File: config.mk
export PLATFORM = sky130hd
export DESIGN_NAME = cfu_cmd_issuer_flat
export DESIGN_NICKNAME = d
export VERILOG_FILES = /design/src/rtl/cfu_pkg.sv /design/src/rtl/cfu_cmd_issuer_if.sv /design/src/rtl/cfu_sync_fifo.sv /design/src/rtl/cfu_cmd_issuer.sv /design/src/flat_wrapper.sv
export SDC_FILE = /design/constraint.sdc
export NUM_CORES = 1
export LEC_CHECK = 0
export ABC_CLOCK_PERIOD_IN_PS = 3900
export CAP_MARGIN = 10
export CORE_UTILIZATION = 51
export CTS_CLUSTER_DIAMETER = 200
export DETAILED_ROUTE_END_ITERATION = 10
export HOLD_SLACK_MARGIN = 0.06
export MAX_ROUTING_LAYER = met4
export PLACE_DENSITY = 0.77
export SYNTH_ARGS = -nofsm -noshare
export SYNTH_HDL_FRONTEND = slang
export SYNTH_HIERARCHICAL = 1
export SYNTH_SLANG_ARGS = --single-unit
export TNS_END_PERCENT = 100
File: constraint.sdc
create_clock -name clk -period 3.9 [get_ports clk]
set_input_delay 0.78 -clock clk [delete_from_list [all_inputs] [get_ports clk]]
set_output_delay 0.78 -clock clk [all_outputs]
set_load 0.005 [all_outputs]
File: src/rtl/cfu_pkg.sv
// Shared types and constants for the CFU command issuer.
// Optional watchdog is enabled with the CFU_ISSUER_TIMEOUT_EN macro.
package cfu_pkg;

    localparam int FUNC_W = 10;
    localparam int DATA_W = 32;
    localparam int CMD_W  = FUNC_W + 2 * DATA_W;
    localparam int RSP_W  = FUNC_W + DATA_W + 1;

    localparam logic [FUNC_W-1:0] FN_NOP      = 10'd0;
    localparam logic [FUNC_W-1:0] FN_READ_C   = 10'd3;
    localparam logic [FUNC_W-1:0] FN_READ_IDX = 10'd7;

    localparam logic [DATA_W-1:0] TIMEOUT_FILL = 32'hDEAD_BEEF;

    typedef enum logic [1:0] {
        ST_IDLE     = 2'd0,
        ST_ISSUE    = 2'd1,
        ST_WAIT_RSP = 2'd2
    } issuer_state_t;

    // A zero in the low three function bits marks a fire-and-forget command.
    function automatic logic fn_has_rsp(input logic [FUNC_W-1:0] func);
        return (func & FN_READ_IDX) != FN_NOP;
    endfunction

endpackage

File: src/rtl/cfu_cmd_issuer_if.sv
// CFU command/response bus; master is the issuer, slave is the accelerator.
interface cfu_cmd_issuer_if;

    logic                        cfu_cmd_valid;
    logic                        cfu_cmd_ready;
    logic [cfu_pkg::FUNC_W-1:0]  cfu_cmd_function_id;
    logic [cfu_pkg::DATA_W-1:0]  cfu_cmd_inputs_0;
    logic [cfu_pkg::DATA_W-1:0]  cfu_cmd_inputs_1;
    logic                        cfu_rsp_valid;
    logic                        cfu_rsp_ready;
    logic [cfu_pkg::DATA_W-1:0]  cfu_rsp_outputs_0;

    modport master (
        output cfu_cmd_valid, cfu_cmd_function_id, cfu_cmd_inputs_0, cfu_cmd_inputs_1,
        output cfu_rsp_ready,
        input  cfu_cmd_ready, cfu_rsp_valid, cfu_rsp_outputs_0
    );

    modport slave (
        input  cfu_cmd_valid, cfu_cmd_function_id, cfu_cmd_inputs_0, cfu_cmd_inputs_1,
        input  cfu_rsp_ready,
        output cfu_cmd_ready, cfu_rsp_valid, cfu_rsp_outputs_0
    );

endinterface

File: src/rtl/cfu_sync_fifo.sv
// First-word-fall-through synchronous FIFO; head reads as zero while empty.
module cfu_sync_fifo #(
    parameter int WIDTH = 8,
    parameter int DEPTH = 4
) (
    input  logic             clk,
    input  logic             rst_n,
    input  logic             push,
    input  logic [WIDTH-1:0] din,
    input  logic             pop,
    output logic [WIDTH-1:0] dout,
    output logic             full,
    output logic             empty
);

    localparam int AW = $clog2(DEPTH);

    logic [WIDTH-1:0] mem [DEPTH];
    logic [AW:0]      wr_ptr;
    logic [AW:0]      rd_ptr;
    logic             do_push;
    logic             do_pop;

    assign empty = (wr_ptr == rd_ptr);
    assign full  = (wr_ptr[AW] != rd_ptr[AW]) && (wr_ptr[AW-1:0] == rd_ptr[AW-1:0]);

    // A pop frees the head slot in the same cycle, so a full FIFO can still accept.
    assign do_pop  = pop & ~empty;
    assign do_push = push & (~full | do_pop);

    assign dout = empty ? '0 : mem[rd_ptr[AW-1:0]];

    always_ff @(posedge clk or negedge rst_n) begin
        if (!rst_n) begin
            wr_ptr <= '0;
            rd_ptr <= '0;
        end else begin
            if (do_push) wr_ptr <= wr_ptr + 1'b1;
            if (do_pop)  rd_ptr <= rd_ptr + 1'b1;
        end
    end

    always_ff @(posedge clk) begin
        if (do_push) mem[wr_ptr[AW-1:0]] <= din;
    end

endmodule

File: src/rtl/cfu_cmd_issuer.sv
// Drives queued commands onto the CFU bus one at a time and returns results in order.
// Define CFU_ISSUER_TIMEOUT_EN to build the response watchdog.
module cfu_cmd_issuer
    import cfu_pkg::*;
#(
    parameter int CMD_DEPTH      = 4,
    parameter int RSP_DEPTH      = 4,
    parameter int TIMEOUT_CYCLES = 256
) (
    input  logic              clk,
    input  logic              rst_n,
    input  logic              req_valid,
    output logic              req_ready,
    input  logic [FUNC_W-1:0] req_func,
    input  logic [DATA_W-1:0] req_in0,
    input  logic [DATA_W-1:0] req_in1,
    output logic              res_valid,
    input  logic              res_ready,
    output logic [DATA_W-1:0] res_data,
    output logic [FUNC_W-1:0] res_func,
    output logic              res_err,
    cfu_cmd_issuer_if.master  cfu,
    output logic              busy,
    output logic [15:0]       issued_cnt,
    output logic [15:0]       done_cnt,
    output logic              timeout_err
);

    issuer_state_t     state;
    logic              rdy_en;
    logic              cmd_valid_r;
    logic [FUNC_W-1:0] func_r;
    logic [DATA_W-1:0] in0_r;
    logic [DATA_W-1:0] in1_r;
    logic [15:0]       issued_cnt_r;
    logic [15:0]       done_cnt_r;

    logic              cmd_push, cmd_pop, cmd_full, cmd_empty;
    logic [CMD_W-1:0]  cmd_dout;
    logic [FUNC_W-1:0] head_func;
    logic [DATA_W-1:0] head_in0;
    logic [DATA_W-1:0] head_in1;

    logic              rsp_push, rsp_pop, rsp_full, rsp_empty;
    logic [RSP_W-1:0]  rsp_dout;
    logic [DATA_W-1:0] rsp_word;
    logic              rsp_err_bit;

    logic              cmd_hs;
    logic              rsp_hs;
    logic              need_rsp;
    logic              rsp_ready_w;
    logic              tmo_block;

    cfu_sync_fifo #(.WIDTH(CMD_W), .DEPTH(CMD_DEPTH)) u_cmd_fifo (
        .clk   (clk),
        .rst_n (rst_n),
        .push  (cmd_push),
        .din   ({req_func, req_in0, req_in1}),
        .pop   (cmd_pop),
        .dout  (cmd_dout),
        .full  (cmd_full),
        .empty (cmd_empty)
    );

    cfu_sync_fifo #(.WIDTH(RSP_W), .DEPTH(RSP_DEPTH)) u_rsp_fifo (
        .clk   (clk),
        .rst_n (rst_n),
        .push  (rsp_push),
        .din   ({func_r, rsp_word, rsp_err_bit}),
        .pop   (rsp_pop),
        .dout  (rsp_dout),
        .full  (rsp_full),
        .empty (rsp_empty)
    );

    assign {head_func, head_in0, head_in1} = cmd_dout;

    // rdy_en keeps req_ready low through reset and the first cycle after it.
    assign req_ready = rdy_en & ~cmd_full;
    assign cmd_push  = req_valid & req_ready;
    assign cmd_pop   = (state == ST_IDLE) & ~cmd_empty;

    assign res_valid = ~rsp_empty;
    assign rsp_pop   = res_valid & res_ready;
    assign {res_func, res_data, res_err} = rsp_dout;

    assign need_rsp    = fn_has_rsp(func_r);
    assign rsp_ready_w = ((state == ST_ISSUE) | (state == ST_WAIT_RSP)) & ~rsp_full & ~tmo_block;
    assign cmd_hs      = cmd_valid_r & cfu.cfu_cmd_ready;
    assign rsp_hs      = cfu.cfu_rsp_valid & rsp_ready_w;

    assign cfu.cfu_cmd_valid       = cmd_valid_r;
    assign cfu.cfu_cmd_function_id = func_r;
    assign cfu.cfu_cmd_inputs_0    = in0_r;
    assign cfu.cfu_cmd_inputs_1    = in1_r;
    assign cfu.cfu_rsp_ready       = rsp_ready_w;

    assign busy       = (state != ST_IDLE) | ~cmd_empty;
    assign issued_cnt = issued_cnt_r;
    assign done_cnt   = done_cnt_r;

`ifdef CFU_ISSUER_TIMEOUT_EN
    localparam int TMO_W = $clog2(TIMEOUT_CYCLES) + 1;

    logic [TMO_W-1:0] tmo_cnt;
    logic             tmo_pend;
    logic             tmo_fire;
    logic             timeout_err_r;
    logic             awaited_hs;

    assign awaited_hs  = (state == ST_ISSUE) ? cmd_hs : rsp_hs;
    // Once pending, the abandoned command only waits for response FIFO space.
    assign tmo_fire    = (state != ST_IDLE) &
                         (tmo_pend | ((tmo_cnt == TMO_W'(TIMEOUT_CYCLES - 1)) & ~awaited_hs));
    assign tmo_block   = tmo_pend;
    assign timeout_err = timeout_err_r;
`else
    assign tmo_block   = 1'b0;
    assign timeout_err = 1'b0;
`endif

    always_comb begin
        rsp_push    = 1'b0;
        rsp_word    = cfu.cfu_rsp_outputs_0;
        rsp_err_bit = 1'b0;
        case (state)
            ST_ISSUE:    rsp_push = cmd_hs & need_rsp & rsp_hs;
            ST_WAIT_RSP: rsp_push = rsp_hs;
            default:     rsp_push = 1'b0;
        endcase
`ifdef CFU_ISSUER_TIMEOUT_EN
        if (tmo_fire && !rsp_full) begin
            rsp_push    = 1'b1;
            rsp_word    = TIMEOUT_FILL;
            rsp_err_bit = 1'b1;
        end
`endif
    end

    always_ff @(posedge clk or negedge rst_n) begin
        if (!rst_n) begin
            state        <= ST_IDLE;
            rdy_en       <= 1'b0;
            cmd_valid_r  <= 1'b0;
            func_r       <= '0;
            in0_r        <= '0;
            in1_r        <= '0;
            issued_cnt_r <= '0;
            done_cnt_r   <= '0;
`ifdef CFU_ISSUER_TIMEOUT_EN
            tmo_cnt       <= '0;
            tmo_pend      <= 1'b0;
            timeout_err_r <= 1'b0;
`endif
        end else begin
            rdy_en <= 1'b1;
            case (state)
                ST_IDLE: begin
                    if (!cmd_empty) begin
                        func_r      <= head_func;
                        in0_r       <= head_in0;
                        in1_r       <= head_in1;
                        cmd_valid_r <= 1'b1;
                        state       <= ST_ISSUE;
                    end
                end
                ST_ISSUE: begin
                    if (cmd_hs) begin
                        issued_cnt_r <= issued_cnt_r + 16'd1;
                        cmd_valid_r  <= 1'b0;
                        if (!need_rsp) begin
                            state <= ST_IDLE;
                        end else if (rsp_hs) begin
                            done_cnt_r <= done_cnt_r + 16'd1;
                            state      <= ST_IDLE;
                        end else begin
                            state <= ST_WAIT_RSP;
                        end
                    end
                end
                ST_WAIT_RSP: begin
                    if (rsp_hs) begin
                        done_cnt_r <= done_cnt_r + 16'd1;
                        state      <= ST_IDLE;
                    end
                end
                default: state <= ST_IDLE;
            endcase
`ifdef CFU_ISSUER_TIMEOUT_EN
            // The counter restarts whenever the awaited handshake moves the FSM on.
            if (tmo_fire) begin
                cmd_valid_r <= 1'b0;
                if (!rsp_full) begin
                    state         <= ST_IDLE;
                    tmo_pend      <= 1'b0;
                    timeout_err_r <= 1'b1;
                    tmo_cnt       <= '0;
                end else begin
                    tmo_pend <= 1'b1;
                end
            end else if ((state != ST_IDLE) && !awaited_hs) begin
                tmo_cnt <= tmo_cnt + 1'b1;
            end else begin
                tmo_cnt <= '0;
            end
`endif
        end
    end

endmodule

File: src/flat_wrapper.sv
// flat-port wrapper written by rule: the top's interface ports become plain ports
module cfu_cmd_issuer_flat import cfu_pkg::*;
#(
    parameter int CMD_DEPTH      = 4,
    parameter int RSP_DEPTH      = 4,
    parameter int TIMEOUT_CYCLES = 256
)
  (clk, rst_n, req_valid, req_ready, req_func, req_in0, req_in1, res_valid, res_ready, res_data, res_func, res_err, busy, issued_cnt, done_cnt, timeout_err, cfu_cfu_cmd_valid, cfu_cfu_cmd_function_id, cfu_cfu_cmd_inputs_0, cfu_cfu_cmd_inputs_1, cfu_cfu_rsp_ready, cfu_cfu_cmd_ready, cfu_cfu_rsp_valid, cfu_cfu_rsp_outputs_0);
  cfu_cmd_issuer_if cfu_i ();
  input  logic clk;
  input  logic rst_n;
  input  logic req_valid;
  output logic req_ready;
  input  logic [FUNC_W-1:0] req_func;
  input  logic [DATA_W-1:0] req_in0;
  input  logic [DATA_W-1:0] req_in1;
  output logic res_valid;
  input  logic res_ready;
  output logic [DATA_W-1:0] res_data;
  output logic [FUNC_W-1:0] res_func;
  output logic res_err;
  output logic busy;
  output logic [15:0] issued_cnt;
  output logic [15:0] done_cnt;
  output logic timeout_err;
  output wire logic [$bits(cfu_i.cfu_cmd_valid)-1:0] cfu_cfu_cmd_valid;
  output wire logic [$bits(cfu_i.cfu_cmd_function_id)-1:0] cfu_cfu_cmd_function_id;
  output wire logic [$bits(cfu_i.cfu_cmd_inputs_0)-1:0] cfu_cfu_cmd_inputs_0;
  output wire logic [$bits(cfu_i.cfu_cmd_inputs_1)-1:0] cfu_cfu_cmd_inputs_1;
  output wire logic [$bits(cfu_i.cfu_rsp_ready)-1:0] cfu_cfu_rsp_ready;
  input wire logic [$bits(cfu_i.cfu_cmd_ready)-1:0] cfu_cfu_cmd_ready;
  input wire logic [$bits(cfu_i.cfu_rsp_valid)-1:0] cfu_cfu_rsp_valid;
  input wire logic [$bits(cfu_i.cfu_rsp_outputs_0)-1:0] cfu_cfu_rsp_outputs_0;
  assign cfu_cfu_cmd_valid = cfu_i.cfu_cmd_valid;
  assign cfu_cfu_cmd_function_id = cfu_i.cfu_cmd_function_id;
  assign cfu_cfu_cmd_inputs_0 = cfu_i.cfu_cmd_inputs_0;
  assign cfu_cfu_cmd_inputs_1 = cfu_i.cfu_cmd_inputs_1;
  assign cfu_cfu_rsp_ready = cfu_i.cfu_rsp_ready;
  assign cfu_i.cfu_cmd_ready = cfu_cfu_cmd_ready;
  assign cfu_i.cfu_rsp_valid = cfu_cfu_rsp_valid;
  assign cfu_i.cfu_rsp_outputs_0 = cfu_cfu_rsp_outputs_0;
  cfu_cmd_issuer #(.CMD_DEPTH(CMD_DEPTH), .RSP_DEPTH(RSP_DEPTH), .TIMEOUT_CYCLES(TIMEOUT_CYCLES)) u_core (.clk(clk), .rst_n(rst_n), .req_valid(req_valid), .req_ready(req_ready), .req_func(req_func), .req_in0(req_in0), .req_in1(req_in1), .res_valid(res_valid), .res_ready(res_ready), .res_data(res_data), .res_func(res_func), .res_err(res_err), .cfu(cfu_i), .busy(busy), .issued_cnt(issued_cnt), .done_cnt(done_cnt), .timeout_err(timeout_err));
endmodule
## Word level (Yosys, flattened, before mapping)

Memories as Yosys holds them, arrays and structs flattened. A register that Yosys moved wholly into a read port is not among the register bits.
Index checks and enable logic that the tools add are counted.

- Bitwise logic cells: 21
- Multiplexer cells: 19
- Reductions and logical operators: 13
- Equality and inequality tests: 12
- Add/subtract/negate cells: 6

Operator list:

| operator | count |
|---|---|
| 16-bit two-way mux | 3 |
| 43-bit two-way mux | 1 |
| 16-bit by 1-bit adder with 16-bit output (second input constant) | 2 |
| 16-bit one-hot mux with 2 select lines | 1 |
| 1-bit bitwise AND | 13 |
| 3-bit by 1-bit adder with 3-bit output (second input constant) | 4 |
| 2-bit two-way mux | 5 |
| 10-bit nonzero test | 1 |
| 3-bit AND reduction | 3 |
| 3-bit equality test | 2 |
| 1-bit two-way mux | 6 |
| 2-bit by 1-bit != test with 1-bit output (second input constant) | 3 |
| 2-bit one-hot mux with 3 select lines | 1 |
| 2-bit nonzero test | 3 |
| 2-bit equality test | 2 |
| 1-bit NOT | 4 |
| 1-bit OR | 4 |
| 1-bit one-hot mux with 2 select lines | 2 |
| 2-bit AND reduction | 2 |
| 2-bit by 1-bit equality test with 1-bit output (second input constant) | 1 |
| 2-bit equality test (second input constant) | 1 |
| 1-bit logical AND | 2 |
| 2-bit logical NOT | 1 |
| 1-bit != test | 2 |
| 2 further kinds | 2 |

- Flip-flop bits (word level): 48
- Memories: 2
- Input bits: 112
- Output and inout port bits: 155
- RAM bits: 464

Memory list:

| memory | words | bits a word | read ports | clocked after Yosys merged registers in | wr ports | line | RTL |
|---|---|---|---|---|---|---|---|
| u_core.u_cmd_fifo.mem | 4 | 74 | 1 | 1 | 1 | cfu_sync_fifo.sv:18 | `logic [WIDTH-1:0] mem [DEPTH];` |
| u_core.u_rsp_fifo.mem | 4 | 42 | 1 | 0 | 1 | cfu_sync_fifo.sv:18 |  |

## Longest topological paths before layout

- Depth after elaboration: 10
- Gate-level depth with buffers: 9
- Gate-level depth less buffers: 9

## By module

Netlist, hierarchy kept.

Modules (own cells, without submodules):

| module | sequential area each (um2) | times used | cells an instance | area each (um2) |
|---|---|---|---|---|
| cfu_sync_fifo at u_core.u_cmd_fifo | 9,038.7 | 1 | 504 | 11,602.4 |
| cfu_sync_fifo at u_core.u_rsp_fifo | 5,315.1 | 1 | 307 | 6,951.7 |
| cfu_cmd_issuer | 2,752.6 | 1 | 320 | 4,539.4 |

## Worst setup path after synthesis

OpenSTA, ideal clock, no wires.

- Path type: reg-to-reg
- Start: reg u_core.u_cmd_fifo.rd_ptr[0]
- End: mem u_core/u_cmd_fifo/mem[1][0] (netlist name) (enable)
- Cell stages (with the launch flop): 10
- Setup slack: -0.210 ns
- Arrival: 3.670 ns
- Period minus slack after synthesis: 4.110 ns
- Path buffers: 4
- Library setup time: 0.441 ns
- Required time: 3.459 ns
- Cell sequence: dfrtp_1 -> buf_6 -> xor2_2 -> nor3_2 -> clkbuf_1 -> nor2b_1 -> buf_2 -> buf_2 -> or4_1 -> and3_1

- Longest elaborated chain between the ends: 8

Ends and longest elaborated chain:

| element | line | RTL |
|---|---|---|
| start: declaration | cfu_sync_fifo.sv:20 | `logic [AW:0] rd_ptr;` |
| start signal: assignment | cfu_sync_fifo.sv:39 | `if (do_pop) rd_ptr <= rd_ptr + 1'b1;` |
| 3-bit equality test | cfu_sync_fifo.sv:24 | `assign empty = (wr_ptr == rd_ptr);` |
| named net u_core.cmd_empty | cfu_cmd_issuer.sv:38 | `logic cmd_push, cmd_pop, cmd_full, cmd_empty;` |
| 1-bit NOT | cfu_cmd_issuer.sv:82 | `assign cmd_pop = (state == ST_IDLE) & ~cmd_empty;` |
| 1-bit bitwise AND | cfu_cmd_issuer.sv:82 |  |
| named net u_core.cmd_pop | cfu_cmd_issuer.sv:38 |  |
| 1-bit bitwise AND | cfu_sync_fifo.sv:28 | `assign do_pop = pop & ~empty;` |
| 1-bit OR | cfu_sync_fifo.sv:29 | `assign do_push = push & (~full \| do_pop);` |
| 1-bit bitwise AND | cfu_sync_fifo.sv:29 |  |
| 1-bit two-way mux | cfu_sync_fifo.sv:44 | `if (do_push) mem[wr_ptr[AW-1:0]] <= din;` |
| 1-bit two-way mux (not written as such) | cfu_sync_fifo.sv:44 |  |
| end: declaration | cfu_sync_fifo.sv:18 |  |

The timed path passes the listed nets, and every way through them passes these cells.

==> flow_metrics.tcl <==
set metrics [dict create \
    cp.arrival_ns 2.73 \
    relSlewSlack 0.3548 \
    rsz0062_at_grt "false" \
    max-cap-violations 0 \
    finalSetupViolCount 0 \
    dr_wl_met2_um 22820 \
    crit_path_start_kind "flip-flop" \
    grt_max_degree 84 \
    vias_per_cell 5.443 \
    io_buffers 265 \
    grt_pass1_wl_um 70710 \
    leakagePower_nw 9.772 \
    synth-edff-count 468 \
    drive_above_1_share 0.2252 \
    fin_worst_skew_ns 0.02279 \
    finalNetCount 1558 \
    crit_chain "xor2_4, nor3_4, buf_12, nor2b_1, clkdlybuf4s50_1" \
    ys_seq_area_frac 0.7407 \
    endpoint_kind "output pin" \
    critPathSlowestCell "dfrtp_4" \
    ys_ff_latch 590 \
    wl_met1_um 19030 \
    multi_input_area_mm2 0.005675 \
    syn_inst 1131 \
    area_growth_pct 22.84 \
    cts_buffers 57 \
    maxSlewViolCount 0 \
    clk_latency_ns 0.61 \
    die_h_um 214.8 \
    yosys_warnings 6 \
    netlist_area_mm2 0.02309 \
    root_buffer "clkbuf_16" \
    numClockSinks 590 \
    wirelength_um 45620 \
    cts-resized-gates 0 \
    fp-row-count 77 \
    cts_tree "done" \
    required_ns 3.12 \
    top_layer_used "met4" \
    postCtsSetupRepairBufs 0 \
    die-area_mm2 0.04614 \
    regArea_mm2 0.01712 \
    wl_per_cell_um 21.94 \
    powerDensity_mw_per_mm2 764.2 \
    path_max_fanout 36 \
    drt.antenna.violating_nets 0 \
    worstSetupPathType "flip-flop to output pin" \
    dp.cells 1963 \
    track_usage 0.2080 \
    setup_ws_ns 0.3910 \
    synth_cell_types 50 \
    pre_cts_slack_ns 0.7219 \
    final_hold_viol_count 0 \
    wl_met3_um 3002 \
    fmax_ghz 0.2850 \
    worst_slew_pin_slew_ns 0.9678 \
    synthFlopType "edfxtp_1" \
    core-area_mm2 0.04441 \
    antenna_found_initial 7 \
    fin_crit_ns 3.509 \
    setup_tns_ns 0 \
    grt-ovfl-total 0 \
    h-tree-depth 2 \
    dp_hpwl_um 27510 \
    clkTransAtPathRegs_ns 0.06 \
    dr.pass1.iters 4 \
    critPathMaxStageDelay_ns 0.53 \
    first_iter_violations 769 \
    grt_pass1_vias 11990 \
    hold_path.class "input pin to asynchronous set/reset pin" \
    clockBufferDepth 3 \
    gp_congestion 0.7890 \
    stdcell_count 2079 \
    via_count 11320 \
    period_share 0.8998 \
    fillers 3008 \
    pin_count 267 \
    drc 0 \
    dieWidth_um 214.8 \
    synthArstFlopShare 0.2068 \
    status "completed" \
    ir_worst_vdd_v 0.0006339 \
    postSynthAreaPerCell_um2 20.42 \
    postCtsHoldBufs 0 \
    initial_core_util 0.5200 \
]
[worst max-delay path: cells and delay by family (launching register included)]
family	cells	cell delay, ns
flip-flops	1	0.53
AND/OR/NAND/NOR	2	0.60
buffers and inverters	2	0.73
XOR/XNOR	1	0.24
[synthesized netlist by cell type, drive strengths merged (3+ instances only)]
cell	count	area share
edfxtp	468	0.61
dfrtp	122	0.13
nor2b	121	0.033
mux4	117	0.11
mux2	81	0.039
buf	41	0.012
xnor2	30	0.011
ha	16	0.0087
xor2	16	0.0083
inv	14	0.0023
nand2	13	0.0021
nand3	13	0.0030
nor3	12	0.0035
and3	9	0.0024
nand4	9	0.0024
clkbuf	8	0.0013
nor2	7	0.0011
and2	6	0.0017
o41ai	4	0.0025
nor4	3	0.0011
or4	3	0.0011
[cell families (layout without fill, tap and decap cells)]
logic type / Yosys count / count (layout) / share of synthesized area
AOI/OAI and AO/OA: 15 / 15 / 0.006718
other: 2 / 14 / 0.0003252
and+or+nand+nor: 201 / 201 / 0.05467
DFF: 590 / 590 / 0.7407
adders and majority gates: 16 / 16 / 0.008669
buffers and inverters: 63 / 407 / 0.01555
xor gates and xnor gates: 46 / 46 / 0.01972
muxes: 198 / 198 / 0.1536
[metrics by stage]
stage	power, mW	hold slack, ns	utilization	area, µm²
3_3_place_gp	16.41	0.4631	0.5973	26530
2_1_floorplan	13.38	0.4682	-	23110
3_5_place_dp	16.62	0.4693	0.5973	26530
6_report	21.68	0.2655	0.6387	28370
5_1_grt	22.76	0.3103	0.6386	28360
4_1_cts	22.01	0.2947	0.6383	28350
[metal layers]
layer,vias to the layer above,track usage
li1,5034,-
met1,5915,0.2716
met2,311,0.3290
met3,57,0.05421
met4,0,0.04881
met5,-,-
[flip-flops by register name, summed over array words and instances, names as in the netlist]
register                        flops
u_core/cfu.cfu_cmd_function_id     10
u_core/cfu.cfu_cmd_inputs_0        32
u_core/cfu.cfu_cmd_inputs_1        32
u_core/cfu.cfu_cmd_valid            1
u_core/done_cnt                    16
u_core/issued_cnt                  16
u_core/rdy_en                       1
u_core/state                        2
u_core/u_cmd_fifo/mem             296
u_core/u_cmd_fifo/rd_ptr            3
u_core/u_cmd_fifo/wr_ptr            3
u_core/u_rsp_fifo/mem             172
u_core/u_rsp_fifo/rd_ptr            3
u_core/u_rsp_fifo/wr_ptr            3
[placed cells by master (no fill, tap or decap), types with 8 or more instances in the layout]
master and n:
mux4_2 117, buf_4 9, clkbuf_16 58, clkinv_2 12
dfrtp_1 118, edfxtp_1 468, clkdlybuf4s50_1 264, inv_1 12
nand2_1 13, nand4_1 9, buf_12 11, nor2b_1 119
xor2_1 12, clkbuf_1 18, ha_1 16, mux2_2 80
diode_2 8, clkinv_1 10, xnor2_1 30, nand3_1 12
nor3_1 9
[cell type report]
cell class                 count  area share
clock inverter                31     0.01001
sequential                   590      0.6035
tap                          592     0.02611
inverter                      14    0.001897
multi-input combinational    482      0.2001
antenna                        8   0.0007057
timing repair buffer         285      0.1037
clock buffer                  77     0.05403
[final timing paths]
path / from / cells past startpoint / slack (ns) / endpoint
max: u_core/u_rsp_fifo/rd_ptr[0]$_DFFE_PN0P_ / 5 / 0.39 / res_err
min: rst_n / 1 / 0.27 / u_core/issued_cnt[14]$_DFFE_PN0P_
max reg2reg: u_core/u_cmd_fifo/rd_ptr[0]$_DFFE_PN0P_ / 5 / 0.81 / u_core/cfu.cfu_cmd_inputs_0[16]$_DFFE_PN0P_
min reg2reg: u_core/done_cnt[15]$_DFFE_PN0P_ / 1 / 0.47 / u_core/done_cnt[15]$_DFFE_PN0P_
max in group asynchronous: rst_n / 2 / 2.77 / u_core/u_rsp_fifo/rd_ptr[0]$_DFFE_PN0P_
min in group clk: u_core/done_cnt[15]$_DFFE_PN0P_ / 1 / 0.47 / u_core/done_cnt[15]$_DFFE_PN0P_
[report_power, final]
part | total [mW] | leakage, nW | internal (mW) | switching [mW]
registers | 8.67 | 5.74 | 7.98 | 0.694
logic | 7.71 | 3.15 | 4.34 | 3.37
clock network | 5.30 | 0.883 | 3.03 | 2.27
total | 21.7 | 9.77 | 15.3 | 6.33
(Power assumes the default switching activity.)
